`config.mk`:
```
export PLATFORM = sky130hd
export DESIGN_NAME = shift_mix_stage
export DESIGN_NICKNAME = d
export VERILOG_FILES = /design/src/rtl/shift_mix_stage.sv
export SDC_FILE = /design/constraint.sdc
export NUM_CORES = 1
export LEC_CHECK = 0
export ABC_AREA = 1
export CAP_MARGIN = 20
export CORE_UTILIZATION = 30
export CTS_CLUSTER_DIAMETER = 40
export CTS_CLUSTER_SIZE = 20
export DETAILED_ROUTE_END_ITERATION = 7
export SLEW_MARGIN = 20
export SYNTH_ARGS = -nofsm -noshare
export SYNTH_HDL_FRONTEND = slang
export SYNTH_SLANG_ARGS = --single-unit
```
`constraint.sdc`:
```
create_clock -name clk -period 2.94 [get_ports clk]
set_input_delay 0.441 -clock clk [delete_from_list [all_inputs] [get_ports clk]]
set_output_delay 0.441 -clock clk [all_outputs]
set_load 0.02 [all_outputs]
```
`src/rtl/shift_mix_stage.sv`:
```
// AES ShiftRows + MixColumns round stage: latches a 128-bit state, then produces
// one output column per cycle through a single shared MixColumns column datapath.
module shift_mix_stage (
  input  logic         clk,
  input  logic         rst,
  input  logic         i_en,
  input  logic         final_round,
  input  logic [127:0] data_in,
  output logic [127:0] data_out,
  output logic         o_en,
  output logic         busy
);

  typedef enum logic {IDLE, RUN} state_t;

  state_t       state_q, state_d;
  logic [1:0]   col_q, col_d;
  logic [127:0] lat_q, lat_d;
  logic         fin_q, fin_d;
  logic [127:0] work_q, work_d;
  logic [127:0] dout_q, dout_d;
  logic         o_en_q, o_en_d;

  logic [7:0] a [4];
  logic [7:0] m [4];

  function automatic logic [7:0] xtime(input logic [7:0] b);
    return {b[6:0], 1'b0} ^ (b[7] ? 8'h1B : 8'h00);
  endfunction

  // Column col of the ShiftRows result: row r comes from input column (col+r) mod 4.
  always_comb begin
    for (int unsigned r = 0; r < 4; r++) begin
      a[r] = lat_q[127 - 8*((((int'(col_q) + r) % 4) * 4) + r) -: 8];
    end
  end

  always_comb begin
    if (fin_q) begin
      for (int unsigned r = 0; r < 4; r++) m[r] = a[r];
    end else begin
      m[0] = xtime(a[0]) ^ xtime(a[1]) ^ a[1] ^ a[2] ^ a[3];
      m[1] = a[0] ^ xtime(a[1]) ^ xtime(a[2]) ^ a[2] ^ a[3];
      m[2] = a[0] ^ a[1] ^ xtime(a[2]) ^ xtime(a[3]) ^ a[3];
      m[3] = xtime(a[0]) ^ a[0] ^ a[1] ^ a[2] ^ xtime(a[3]);
    end
  end

  always_comb begin
    state_d = state_q;
    col_d   = col_q;
    lat_d   = lat_q;
    fin_d   = fin_q;
    work_d  = work_q;
    dout_d  = dout_q;
    o_en_d  = 1'b0;
    case (state_q)
      IDLE: begin
        if (i_en) begin
          lat_d   = data_in;
          fin_d   = final_round;
          col_d   = 2'd0;
          state_d = RUN;
        end
      end
      RUN: begin
        for (int unsigned r = 0; r < 4; r++) begin
          work_d[127 - 8*(4*int'(col_q) + r) -: 8] = m[r];
        end
        col_d = col_q + 2'd1;
        // The last column goes straight into data_out alongside the work register.
        if (col_q == 2'd3) begin
          state_d = IDLE;
          dout_d  = work_d;
          o_en_d  = 1'b1;
        end
      end
      default: state_d = IDLE;
    endcase
  end

  always_ff @(posedge clk) begin
    if (!rst) begin
      state_q <= IDLE;
      col_q   <= '0;
      lat_q   <= '0;
      fin_q   <= 1'b0;
      work_q  <= '0;
      dout_q  <= '0;
      o_en_q  <= 1'b0;
    end else begin
      state_q <= state_d;
      col_q   <= col_d;
      lat_q   <= lat_d;
      fin_q   <= fin_d;
      work_q  <= work_d;
      dout_q  <= dout_d;
      o_en_q  <= o_en_d;
    end
  end

  assign data_out = dout_q;
  assign o_en     = o_en_q;
  assign busy     = (state_q == RUN);

endmodule

```
==> results.sh <==
export IMPL_synth_top_area_frac=0.394
export IMPL_clock_sinks=357
export IMPL_cts_made_buffers=52
export IMPL_areaGrowthSynthToFinish_pct=29.5
export IMPL_netlist_area_mm2=0.0181
export IMPL_post_route_min_period_ns=2.68
export IMPL_status="finished with violations"
export IMPL_setup_viol=0
export IMPL_ys_flop_type="dfxtp_1"
export IMPL_start_util=0.305
export IMPL_synth_edf_count=0
export IMPL_synth_fa_ha_area_frac=0.00276
export IMPL_first_pass_iters=8
export IMPL_startpoint_type="flop"
export IMPL_synth_top_cells_by_count="1233 x nand2_1, 406 x nor2_1, 357 x dfxtp_1"
export IMPL_h_tree_depth=2
export IMPL_grt_pass1_wl_um=103000
export IMPL_violations="design-rule violations"
export IMPL_hpwl_um=47900
export IMPL_clock_skew_ns=0.0234
export IMPL_fmax_mhz=374
export IMPL_clk_pin_slew_ns=0.06
export IMPL_worst_hold_slack_ns=0.158
export IMPL_worstMarginPinSlew_ns=0.862
export IMPL_synth_avg_cell_area_um2=6.19
export IMPL_rows=89
export IMPL_fp_dieW_um=248
export IMPL_synth_compound_area_frac=0.0470
export IMPL_synth_seq_area_share=0.394
export IMPL_post_cts_buffers=0
export IMPL_ctsHoldBuffers=0
export IMPL_core_area_mm2=0.0594
export IMPL_synth_area_top_cells="dfxtp_1 39%, nand2_1 26%, nor2_1 8.4%"
export IMPL_synth_top_family_by_area="simple AND/OR/NAND/NOR gates"
export IMPL_powerDensity_mw_per_mm2=668
export IMPL_yosys_warnings=0
export IMPL_finalWirelength_um=67700
export IMPL_post_cts_resized=0
export IMPL_dr_first_iter_drc_count=1885
export IMPL_rsz0062_at_grt="no"
export IMPL_cts_root_buf="clkbuf_16"
export IMPL_synthDistinctLibCells=28
export IMPL_ioPinCount=262
export IMPL_synth_seq_cells=357
export IMPL_synthMuxAreaShare=0
export IMPL_hold_viol_final=0
export IMPL_syn_nets=3064
export IMPL_synth_xor_area_frac=0.00276
export IMPL_antenna_left=0
export IMPL_fin_setup_tns_ns=0
export IMPL_path_class="flop to flop"
export IMPL_min_path_type="input pin to flop"
export IMPL_required_ns=3.48
export IMPL_yosys_area_share_simple=0.474
export IMPL_peakVddDrop_v=0.000379
export IMPL_num_vias=19227
export IMPL_gp_congestion=0.962
export IMPL_clk_latency_ns=0.60
export IMPL_synth_most_common_cell="nand2_1"
export IMPL_fillers=6215
export IMPL_drive_gt1_frac=0.0750
export IMPL_grt_pass1_vias=17516
export IMPL_wire_per_inst_um=17.2
export IMPL_clockBufferDepth=3
export IMPL_drv_slew=0
export IMPL_p_leak_uw=0.0116
export IMPL_grt_max_degree=184
export IMPL_via_per_inst=4.87
export IMPL_drc=13
export IMPL_min_period_over_period=0.910
export IMPL_synth_area_leader_cell="dfxtp_1"
export IMPL_io_buffers=261
export IMPL_crit_path_end_kind="flop"
export IMPL_arrival_ns=3.21
export IMPL_crit_fanout=75
export IMPL_cts_tree="built"
export IMPL_ys_async_sr_fraction=0
export IMPL_relSlewSlack=0.425
export IMPL_final_nets=3266
export IMPL_dieArea_mm2=0.0614
export IMPL_max_cap_viol_count=0
export IMPL_synthCells=2928
export IMPL_grtUsageTotal=0.217
export IMPL_grt_overflow_total=0
export IMPL_antenna_cells=0
export IMPL_antenna_found_initial=0
export IMPL_die_height_um=248
==> final timing paths <==
path                                   start            to  slack (ns)  cells past startpoint
worst max-delay path                col_q[0]  data_out[96]        0.26                     15
worst max register to register      col_q[0]  data_out[96]        0.26                     15
worst min-delay path                     rst      col_q[0]        0.16                      3
worst min register to register  data_out[31]  data_out[31]        0.45                      2
==> placed cells by master, fill, tap and decap left out, types with 2 or more instances in the layout <==
| master | synthesis | final |
|---|---|---|
| nand2_1 | 1233 | 1233 |
| nor2_1 | 406 | 401 |
| dfxtp_1 | 357 | 355 |
| clkdlybuf4s50_1 | 0 | 260 |
| nand3_1 | 237 | 237 |
| inv_1 | 155 | 155 |
| o21ai_0 | 124 | 124 |
| nand4_1 | 112 | 112 |
| clkbuf_16 | 0 | 52 |
| buf_4 | 11 | 44 |
| nand2_2 | 38 | 38 |
| a21oi_1 | 28 | 28 |
| nand3_2 | 27 | 27 |
| buf_12 | 1 | 16 |
| o21ai_1 | 12 | 12 |
| inv_6 | 0 | 9 |
| bufinv_16 | 0 | 9 |
| inv_2 | 7 | 6 |
| clkinv_8 | 0 | 5 |
| inv_8 | 0 | 5 |
| clkinv_2 | 0 | 4 |
| ha_1 | 4 | 4 |
| clkbuf_1 | 106 | 4 |
| clkinvlp_4 | 0 | 4 |
| nor2_2 | 0 | 3 |
| nand3b_1 | 3 | 3 |
| o211ai_1 | 3 | 3 |
| clkinv_4 | 0 | 3 |
| clkbuf_8 | 0 | 3 |
| inv_4 | 1 | 2 |
| nor2_4 | 0 | 2 |
| xnor2_2 | 2 | 2 |
| nand2_4 | 2 | 2 |
| xnor2_1 | 2 | 2 |
| dfxtp_4 | 0 | 2 |
==> registers in the layout, indices dropped and copies added, names as in the netlist <==
signal / cells
lat_q: 128
col_q: 2
work_q: 96
busy: 1
o_en: 1
fin_q: 1
data_out: 128
==> metrics by stage <==
step	util	total power (uW)	cells	setup WS, ns	instance area, um^2
after CTS	0.396	15700	3946	0.335	23500
after floorplan	-	7590	2928	0.318	18100
final	0.396	15700	3946	0.264	23500
after global routing	0.396	16400	3946	0.0541	23500
after global placement	0.363	8900	3849	0.329	21600
after detailed placement	0.363	8920	3849	0.340	21600
==> cells by family after synthesis <==
kind of cell	after synthesis
buffers and inverters	337
adders and majority gates	4
DFF	357
AOI/OAI and AO/OA	168
and+or+nand+nor	2058
xor gates and xnor gates	4
==> critical path: stages, from the launching register on <==
cell and delay, ns:
dfxtp_4 0.36, inv_4 0.06, buf_12 0.29, nand2_1 0.12
nand3_1 0.09, nand2_1 0.33, buf_4 0.28, nand2_1 0.06
nand2_1 0.07, nand2_1 0.08, nand3_1 0.10, nand3_2 0.13
nand4_1 0.26, nand2_1 0.20, nand2_1 0.08, nand2_1 0.07
==> per-layer routing <==
layer,vias up,GRT usage,part of all wire
met3,128,0.0441,0.073
li1,9662,-,-
met4,0,0.0881,0.041
met5,-,0,0
met2,668,0.344,0.45
met1,8769,0.287,0.44
==> where the power goes <==
part           switching [uW]  total [uW]  internal (uW)
Combinational            2510        3670           1170
Clock                    2570        6790           4220
Sequential                138        5240           5100
Total                    5210       15700          10500
==> layout make-up <==
| class | count | area, um^2 | share of cell area |
|---|---|---|---|
| Clock inverter | 38 | 558 | 0.0238 |
| Tap cell | 773 | 967 | 0.0412 |
| Timing Repair Buffer | 320 | 3250 | 0.139 |
| Sequential cell | 357 | 7150 | 0.305 |
| Clock buffer | 59 | 1360 | 0.0578 |
| Multi-Input combinational cell | 2234 | 9570 | 0.407 |
| Inverter | 165 | 626 | 0.0266 |
No activity file was read; power rests on OpenSTA's default activity.
